<file path="src/rtl/fetch_unit.sv">
// rtl/fetch_unit.sv - rv32i fetch front end: PC, I-cache read handshake, {pc,instr} FIFO to IF/ID
// Optional FETCH_PERF_EN adds perf_fetched/perf_stall/perf_flush counters.
module fetch_unit #(
  parameter int              XLEN        = 32,
  parameter int              QUEUE_DEPTH = 4,
  parameter logic [XLEN-1:0] RESET_PC    = 'h00000060
) (
  input  logic            clk,
  input  logic            rst,
  output logic            inst_read,
  output logic [XLEN-1:0] inst_addr,
  input  logic            inst_resp,
  input  logic [31:0]     inst_rdata,
  input  logic            redirect_valid,
  input  logic [XLEN-1:0] redirect_pc,
  input  logic            id_ready,
  output logic            id_valid,
  output logic [31:0]     id_instr,
  output logic [XLEN-1:0] id_pc
`ifdef FETCH_PERF_EN
  ,
  output logic [31:0]     perf_fetched,
  output logic [31:0]     perf_stall,
  output logic [31:0]     perf_flush
`endif
);

  localparam int            PW      = $clog2(QUEUE_DEPTH);
  localparam int            CW      = PW + 1;
  localparam logic [CW-1:0] DEPTH_C = CW'(QUEUE_DEPTH);

  typedef enum logic [1:0] {S_IDLE, S_REQ, S_DRAIN} state_t;

  state_t          state;
  logic [XLEN-1:0] fetch_pc;
  logic [XLEN-1:0] pend_pc;
  logic [XLEN-1:0] redirect_tgt;
  logic [XLEN-1:0] q_pc    [QUEUE_DEPTH];
  logic [31:0]     q_instr [QUEUE_DEPTH];
  logic [PW-1:0]   wptr;
  logic [PW-1:0]   rptr;
  logic [CW-1:0]   count;
  logic [CW-1:0]   count_next;
  logic            push;
  logic            pop;
  logic            has_space;

  // fetch_pc is left untouched while draining, so it doubles as the held request address
  assign inst_read = (state != S_IDLE);
  assign inst_addr = fetch_pc;
  assign id_valid  = (count != '0);
  assign id_pc     = id_valid ? q_pc[rptr] : '0;
  assign id_instr  = id_valid ? q_instr[rptr] : '0;

  always_comb begin
    push         = (state == S_REQ) && inst_resp && !redirect_valid;
    pop          = id_valid && id_ready;
    redirect_tgt = redirect_pc & ~XLEN'(3);
    count_next   = redirect_valid ? '0 : count + CW'(push) - CW'(pop);
    has_space    = (count_next < DEPTH_C);
  end

  always_ff @(posedge clk) begin
    if (!rst) begin
      state    <= S_IDLE;
      fetch_pc <= RESET_PC;
      pend_pc  <= '0;
      wptr     <= '0;
      rptr     <= '0;
      count    <= '0;
    end else begin
      case (state)
        S_IDLE: begin
          if (redirect_valid) begin
            fetch_pc <= redirect_tgt;
            state    <= S_REQ;
          end else if (has_space) begin
            state <= S_REQ;
          end
        end
        S_REQ: begin
          if (inst_resp) begin
            if (redirect_valid) begin
              fetch_pc <= redirect_tgt;
            end else begin
              fetch_pc <= fetch_pc + XLEN'(4);
              state    <= has_space ? S_REQ : S_IDLE;
            end
          end else if (redirect_valid) begin
            pend_pc <= redirect_tgt;
            state   <= S_DRAIN;
          end
        end
        S_DRAIN: begin
          if (inst_resp) begin
            fetch_pc <= redirect_valid ? redirect_tgt : pend_pc;
            state    <= S_REQ;
          end else if (redirect_valid) begin
            pend_pc <= redirect_tgt;
          end
        end
        default: state <= S_IDLE;
      endcase

      if (push) begin
        q_pc[wptr]    <= fetch_pc;
        q_instr[wptr] <= inst_rdata;
      end
      if (redirect_valid) begin
        wptr <= '0;
        rptr <= '0;
      end else begin
        if (push) wptr <= wptr + PW'(1);
        if (pop)  rptr <= rptr + PW'(1);
      end
      count <= count_next;
    end
  end

`ifdef FETCH_PERF_EN
  always_ff @(posedge clk) begin
    if (!rst) begin
      perf_fetched <= '0;
      perf_stall   <= '0;
      perf_flush   <= '0;
    end else begin
      if (push)                   perf_fetched <= perf_fetched + 32'd1;
      if (inst_read && !inst_resp) perf_stall  <= perf_stall + 32'd1;
      if (redirect_valid)         perf_flush   <= perf_flush + 32'd1;
    end
  end
`endif

endmodule

</file>
<file path="config.mk">
export PLATFORM = sky130hd
export DESIGN_NAME = fetch_unit
export DESIGN_NICKNAME = d
export VERILOG_FILES = /design/src/rtl/fetch_unit.sv
export SDC_FILE = /design/constraint.sdc
export NUM_CORES = 1
export LEC_CHECK = 0
export BUFFER_PORTS_ARGS = -buffer_cell sky130_fd_sc_hd__buf_2
export CAP_MARGIN = 20
export CORE_MARGIN = 10
export CORE_UTILIZATION = 60
export CTS_CLUSTER_DIAMETER = 50
export DETAILED_ROUTE_END_ITERATION = 8
export PLACE_DENSITY = 0.82
export SYNTH_ARGS = -nofsm -noshare
export SYNTH_HDL_FRONTEND = slang
export SYNTH_SLANG_ARGS = --single-unit
</file>
<file path="constraint.sdc">
create_clock -name clk -period 6 [get_ports clk]
set_input_delay 0.9 -clock clk [delete_from_list [all_inputs] [get_ports clk]]
set_output_delay 0.9 -clock clk [all_outputs]
set_load 0.05 [all_outputs]
</file>
==> metrics.txt, run 1 <==
status complete, no violations; Slew headroom 31.9%; Via Count between 8,000 and 9,000; commonest non-fill, non-tap cells in the layout 256 x edfxtp_1, 164 x buf_2, 93 x nand2_1, 73 x dfxtp_1, 67 x and2_1; post-CTS sizing 0; met3 wire len between 2000 and 2500 microns; Top delay family on crit path flip-flops; register area share after synthesis 66.7%; WL met1 12,900 microns; antenna violations before repair 0; path type of the worst min-delay path register to register; H-Tree Depth 2; yosys warns 0; Post-CTS Repair Setup Buffers 0; DR iter-0 viols around 920; ys async rst share 0%; Startpoint Class register; gpl congestion about 0.86; flops & latches, synth approximately 330; number of fill cells approximately 1,500; Worst EP required a little over 5 ns; synthesized area about 14,000 sq um; CTS tree done; global-route wire length before repair between 40,000 and 50,000 microns; clock tree buffer depth 3; Fmax between 200 and 300 MHz; Power Density between 300 and 400 nW/um^2; leakage power ~5.7 nW; RSZ-0062 raised after global routing no; Clock Sinks 331; Slew @ Worst Pin 1.02 ns; # setup viols final 0; Crit. End Element primary output; Routed Antenna Nets 0; nets@finish 1,175; Critical-path top delay cell dfxtp_4; I/O pins 167; Buf/Inv on CP 2; fin crit period 3.87 ns; most common cell after layout, fill and taps aside edfxtp_1; core area 22,600 sq um; Setup Skew 0.0174 ns; setup_tns 0 ns; global route overflow 0; Worst-path clk slew ~0.06 ns; Syn Nets just over 1,000; placed cell count between 1,000 and 1,500; CP max stage delay around 1 ns; ys flop type edfxtp_1; Syn Area/Cell between 10 and 15 sq um; critical-path cell list buf_4 -> mux4_2 -> and2_1 -> buf_2; Hold Vio Cnt, Final 0; Cell variety after synth 66; WS Path Type register to primary output; Pins Over Slew Limit 0; number of flops mapped to enable cells by yosys between 200 and 300; final hold slack approximately 0.45 ns; Highest Signal Layer met4; fraction of layout cells with a size suffix above 1 28.0%; maxcap violations 0; pin count of the biggest net entering global routing 67; Die Y around 170 microns; Mapped Cells 939; hold_buf cts 0; latest clock arrival within the worst-skew pair 0.50 ns; Layout area overhead 16.1%; root buffer cell clkbuf_16; Period Utilization, post-route around 64%; number of remaining DRC errors 0; Finished Layout Cells around 1,400; Port Buffers 164; Pre-antenna DRT Iters 7; total CTS buffers 36; number of global-route vias before repair around 8,600; DR vias/cell 6.24; peak supply drop 271 uV; Worst EP arrival 2.97 ns; aggregate routed wire length about 31,000 microns; metal2 WL 15,400 microns; Routed WL per cell roughly 22 microns; DIE AREA roughly 29,000 sq um; Cell Rows between 50 and 60; dpl hpwl 19,200 microns; n_diodes 0; r2r setup slk 2.69 ns; width of the die between 150 and 200 microns; starting density of the core between 60% and 70%; Total GRT Usage between 20% and 30%; CP Max Fanout 47
## power breakdown
| part | leakage, nW | internal [mW] | switching, mW | total (mW) |
|---|---|---|---|---|
| clock network | 0.564 | 1.24 | 0.866 | 2.11 |
| logic | 2.16 | 0.326 | 0.838 | 1.16 |
| registers | 2.93 | 2.65 | 0.211 | 2.86 |
## layout make-up
cell class	count	area, sq um	area share, %
sequential	331	9200	57.5
timing repair buffer	172	901	5.63
inverter	22	82.6	0.516
multi-input combinational	530	4310	27.0
clock buffer	40	958	5.99
tap	285	357	2.23
clock inverter	25	191	1.20
## sequential cells by signal, indices dropped and copies added (netlist names), named ones only
| register | flops |
|---|---|
| count | 3 |
| state | 2 |
| rptr | 2 |
| pend_pc | 32 |
| inst_addr | 32 |
| wptr | 2 |
| q_instr | 128 |
| q_pc | 128 |
## final timing paths
check	to	startpoint	cells past startpoint
setup reg to reg	state[0]	state[0]	11
setup / recovery	id_pc[13]	register	4
hold reg to reg	pend_pc[12]	pend_pc[12]	2
hold / removal	pend_pc[12]	pend_pc[12]	2
## stage by stage
stage / power, mW / util [%] / setup WS, ns / instance area (sq um)
6_report: 6.13 / 70.7 / 2.13 / 16000
5_1_grt: 6.36 / 70.7 / 1.88 / 16000
4_1_cts: 6.14 / 70.5 / 2.02 / 16000
3_5_place_dp: 4.05 / 65.5 / 2.30 / 14800
3_3_place_gp: 4.02 / 65.5 / 2.33 / 14800
2_1_floorplan: 3.67 / - / 2.44 / 13800
## cells by family (layout without fill, tap and decap cells)
family          Yosys count  count (layout)  share of synthesized area, %
xor+xnor                 12              12                         0.763
buf+inv                  78             259                          2.23
simple gates            273             273                          10.5
flops                   331             331                          66.7
mux                      65              65                          10.5
fa+ha+maj                13              13                          1.23
compound gates          167             167                          8.03
## synth_stat cells, types with 12 or more instances
master,number,area (sq um)
edfxtp_1,256,7690
nand2_1,93,349
dfxtp_1,75,1500
and2_1,67,419
mux4_2,64,1440
a21oi_1,54,270
clkbuf_1,41,154
nor2_1,35,131
o21ai_0,31,155
inv_1,21,78.8
nor3_1,13,65.1
buf_2,12,60.1
ha_1,12,150
## worst min-delay path: stages (launching register included)
cell and delay [ns]:
dfxtp_1 0.30, nand2_1 0.05, a21oi_1 0.05
## layer usage
layer  track usage, %  vias to the layer above
met3             4.45                       60
met2             34.4                      415
met5                0                        -
li1                 -                     3935
met1             28.2                     4360
met4             5.71                        0
No activity file was read; power rests on OpenSTA's default activity.
==> run 2, diff against run 1 <==
CORE_UTILIZATION = 58   (was 60)
PLACE_DENSITY = 0.8   (was 0.82)
clock period = 4 ns   (was 6 ns; I/O delays follow)
==> run 2 against run 1 <==
  * Combinational power up 53%
  * Clock power is 65% higher
  * Clock skew is 0.0090 ns lower
  * Worst hold slack worse by 0.16 ns
  * Core utilization shrank 0.78 points
  * Critical path depth stayed put
  * Count of clock-buffer cells in the layout increased by 6
  * Sequential share of layout area shrank 1.3 points
  * Largest cell class unchanged
  * Global-route usage shrank 0.37 points
  * Final cell count rose by 3.6%
  * Die area grew 3.0%
  * Non-clock buffer count is 17 higher
==> metrics.txt, run 2 (synthesized netlist as in run 1, its figures left out) <==
status complete, no violations; maxcap violations 0; leakage power 5.81 nW; Cell Rows 56; WS Path Type register to primary output; number of global-route vias before repair slightly below 9,000; global-route wire length before repair slightly above 50,000 microns; Power Density between 500 and 600 nW/um^2; placed cell area 15,100 sq um; DR iter-0 viols about 1,000; Worst EP required approximately 3.4 ns; # setup viols final 0; Clock Sinks between 300 and 400; CP Max Fanout 30; pre-CTS setup slack ~1.3 ns; Port Buffers roughly 160; fraction of layout cells with a size suffix above 1 29.4%; core area 23,400 sq um; CTS tree done; I/O pins between 150 and 200; Die Y 174 microns; fin crit period ~3.2 ns; sw power approximately 3 mW; Pins Over Slew Limit 0; Layout area overhead 18.7%; Flop pwr share 44.8%; antenna violations before repair 0; post-CTS sizing 0; global route overflow 0; setup_tns 0 ns; gpl congestion between 0.9 and 1; Finished Layout Cells 1,456; peak supply drop between 400 and 500 uV; Setup Skew around 0.0084 ns; commonest non-fill, non-tap cells in the layout 256 x edfxtp_1, 164 x buf_2, 93 x nand2_1, 73 x dfxtp_1, 67 x and2_1; DIE AREA slightly above 30,000 sq um; Routed WL per cell 22.0 microns; dpl hpwl roughly 20,000 microns; Crit. End Element primary output; Design Area, Final 16,400 sq um; root buffer cell clkbuf_16; DR vias/cell around 6; power share of the clock group between 30% and 40%; Post-CTS Repair Setup Buffers 0; Logic pwr share 18.6%; Slew @ Worst Pin about 0.98 ns; Routed Antenna Nets 0; latest clock arrival within the worst-skew pair between 0.5 and 0.6 ns; number of remaining DRC errors 0; width of the die ~170 microns; aggregate routed wire length 32,000 microns; n_diodes 0; switching part of the total between 30% and 40%; starting density of the core roughly three fifths; Worst-path clk slew approximately 0.060 ns; clock tree buffer depth 3; Fmax around 310 MHz; placed cell count 1,390; most common cell after layout, fill and taps aside edfxtp_1; Pre-antenna DRT Iters 5; Period Utilization, post-route about 80%; total CTS buffers 36; number of fill cells 1,584; hold_buf cts 0; path type of the worst min-delay path input port to register; Startpoint Class register; pin count of the biggest net entering global routing 66; H-Tree Depth 2; biggest regs q_instr x128, q_pc x128; Worst EP arrival 2.58 ns; nets@finish 1,192; Setup WS post-layout approximately 0.8 ns; Via Count around 8,900; Hold Vio Cnt, Final 0; Total GRT Usage between 20% and 30%; RSZ-0062 raised after global routing no; Slew headroom between 30% and 40%; Power Internal around 6.6 mW
run 2: cell count changes in the layout (fill, tap and decap cells not counted), sizes merged:
cell,before,now
buf,172,189
bufinv,2,6
clkbuf,40,46
clkinv,21,8
inv,22,25
run 2: path summary, 6_finish.rpt:
path / from / to / slack [ns] / cells after the start
worst max register to register: state[0] / state[0] / 1.29 / 11
worst min register to register: pend_pc[27] / pend_pc[27] / 0.45 / 2
worst max-delay path: register / id_instr[21] / 0.82 / 4
worst min-delay path: inst_rdata[0] / q_instr[1][0] / 0.29 / 1
run 2: metrics by stage:
step / hold WS (ns) / total power, mW / util [%]
2_1_floorplan: 0.436 / 5.51 / -
3_3_place_gp: 0.441 / 6.04 / 64.3
3_5_place_dp: 0.446 / 6.09 / 64.3
4_1_cts: 0.284 / 9.56 / 69.8
5_1_grt: 0.284 / 9.88 / 69.9
6_report: 0.295 / 9.53 / 69.9
run 2: layout make-up:
type / instances / area (sq um) / share of cell area [%]
clock inverter: 19 / 295 / 1.81
timing repair buffer: 189 / 1090 / 6.67
inverter: 22 / 82.6 / 0.505
sequential: 331 / 9200 / 56.2
tap: 319 / 399 / 2.44
multi-input combinational: 530 / 4310 / 26.4
clock buffer: 46 / 978 / 5.98
run 2: power groups by stage:
stage	clock network (mW)	registers [mW]	logic [mW]
after detailed placement	0	4.34	1.75
final	3.49	4.27	1.78
after floorplan	0	4.57	0.943
after CTS	3.54	4.27	1.76
after global routing	3.68	4.31	1.89
after global placement	0	4.32	1.73
run 2: per-layer routing:
| layer | vias up | global-route usage [%] | wire (microns) |
|---|---|---|---|
| met5 | - | 0 | 0 |
| met4 | 0 | 6.27 | 849 |
| met3 | 62 | 5.14 | 2780 |
| met2 | 443 | 32.8 | 15500 |
| met1 | 4388 | 27.8 | 12900 |
| li1 | 3970 | - | - |
run 2: worst max-delay path, cell delays in order (launching register included):
cell,delay [ns]
dfxtp_4,0.76
buf_12,0.32
mux4_2,0.55
and2_1,0.19
buf_2,0.21
==> run 3, diff against run 2 <==
clock period = 3.2 ns   (was 4 ns; I/O delays follow)
==> run 3 against run 2 <==
  * Flip-flop and latch count unchanged
  * Die area unchanged
  * Setup slack got worse by 0.52 ns
==> metrics.txt, run 3 (synthesized netlist as in run 1, its figures left out) <==
starting density of the core about three fifths; biggest regs q_instr x128, q_pc x128; Crit. End Element primary output; Hold Crit Depth 1; DR iter-0 viols just under 900; peak supply drop 492 uV; Logic pwr share between 10% and 20%; commonest non-fill, non-tap cells in the layout 256 x edfxtp_1, 164 x buf_2, 93 x nand2_1, 73 x dfxtp_1, 67 x and2_1; leakage power a little under 6 nW; fraction of layout cells with a size suffix above 1 ~30%; placed cell area approximately 15,000 sq um; Fmax approximately 340 MHz; H-Tree Depth 2; Worst Hold Endpoint q_instr[0][26]; DIE AREA about 30,000 sq um; # setup viols final 0; Power Internal just under 8 mW; Startpoint Class register; CTS tree done; number of fill cells between 1,500 and 2,000; Routed WL per cell ~22 microns; Pins Over Slew Limit 0; switching part of the total a little under a third; WL met1 between 10,000 and 15,000 microns; Routed Antenna Nets 0; FF-to-FF End state[0]; setup_tns 0 ns; maxcap violations 0; Cell Rows between 50 and 60; DR vias/cell 6.05; placed cell count about 1,400; most common cell after layout, fill and taps aside edfxtp_1; n_diodes 0; Period Utilization, post-route about nine tenths; gpl congestion between 0.8 and 0.9; final hold slack roughly 0.18 ns; Highest Signal Layer met4; status complete, no violations; RSZ-0062 raised after global routing no; Clock Sinks about 330; worst reg2reg path depth 10; latest clock arrival within the worst-skew pair around 0.51 ns; post-CTS sizing 0; Worst EP required approximately 2.7 ns; Worst EP arrival 2.42 ns; fin crit period between 2 and 3 ns; hold_buf cts 0; width of the die between 150 and 200 microns; core area 23,400 sq um; Layout area overhead 18.2%; Via Count around 8,900; Hold Vio Cnt, Final 0; I/O pins 167; antenna violations before repair 0; hold_sp inst_rdata[26]; Pre-antenna DRT Iters 6; met3 wire len about 2500 microns; Finished Layout Cells approximately 1,500; Slew headroom between 40% and 50%; metal2 WL approximately 16,000 microns; r2r setup slk 0.57 ns; root buffer cell clkbuf_16; Port Buffers 164; Power Density around 700 nW/um^2; clock tree buffer depth 3; worst r2r src count[0]; Setup Skew approximately 0.011 ns; number of global-route vias before repair 8,922; Post-CTS Repair Setup Buffers 0; Design Area, Final 16,300 sq um; aggregate routed wire length 32,100 microns; Total GRT Usage 21.0%; global-route wire length before repair roughly 51,000 microns; pin count of the biggest net entering global routing 66; nets@finish 1,201; sw power roughly 3.6 mW; WS Path Type register to primary output; Flop pwr share approximately 46%; total CTS buffers 35; Die Y roughly 170 microns; Slew @ Worst Pin slightly below 0.8 ns; CP Max Fanout 22; number of remaining DRC errors 0; global route overflow 0; dpl hpwl 20,700 microns; Worst-path clk slew about 0.060 ns; path type of the worst min-delay path input port to register; power share of the clock group 33.9%
## run 3: power groups by stage
stage	clock network (mW)	logic (mW)	registers, mW
global route	4.13	2.42	5.38
finish	3.90	2.27	5.34
CTS	3.96	2.27	5.33
detailed placement	0	2.24	5.42
global placement	0	2.22	5.39
floorplan	0	1.18	5.71
## run 3: layer usage
layer  up-vias  global-route usage [%]
met5         -                       0
met4         0                    4.70
li1       3979                       -
met2       420                    34.4
met1      4410                    28.4
met3        45                    4.29
## run 3: cell type report
cell class | count | area [sq um] | share of cell area, %
sequential | 331 | 9200 | 56.4
multi-input combinational | 530 | 4310 | 26.5
timing repair buffer | 199 | 1180 | 7.26
clock buffer | 46 | 970 | 5.95
tap | 319 | 399 | 2.45
clock inverter | 17 | 150 | 0.922
inverter | 22 | 82.6 | 0.507
## run 3: worst max path at each step
stage,cells past startpoint,from,endpoint
floorplan,4,inst_resp,q_instr[0][0]
global placement,10,count[0],state[0]
detailed placement,10,count[1],state[0]
CTS,4,register,id_pc[12]
global route,4,register,id_pc[18]
finish,4,register,id_pc[12]
## run 3: per-stage QoR
step           utilization, %  total power [mW]  setup slack, ns
6_report                 69.6              11.5            0.296
5_1_grt                  69.6              11.9            0.169
4_1_cts                  69.6              11.6            0.239
3_5_place_dp             64.8              7.67            0.588
3_3_place_gp             64.8              7.61            0.645
2_1_floorplan               -              6.89           0.0594
## run 3: worst max-delay path, cell delays in order (launching register included)
cell	delay (ns)
dfxtp_4	0.65
buf_4	0.32
mux4_2	0.53
and2_1	0.19
buf_2	0.22
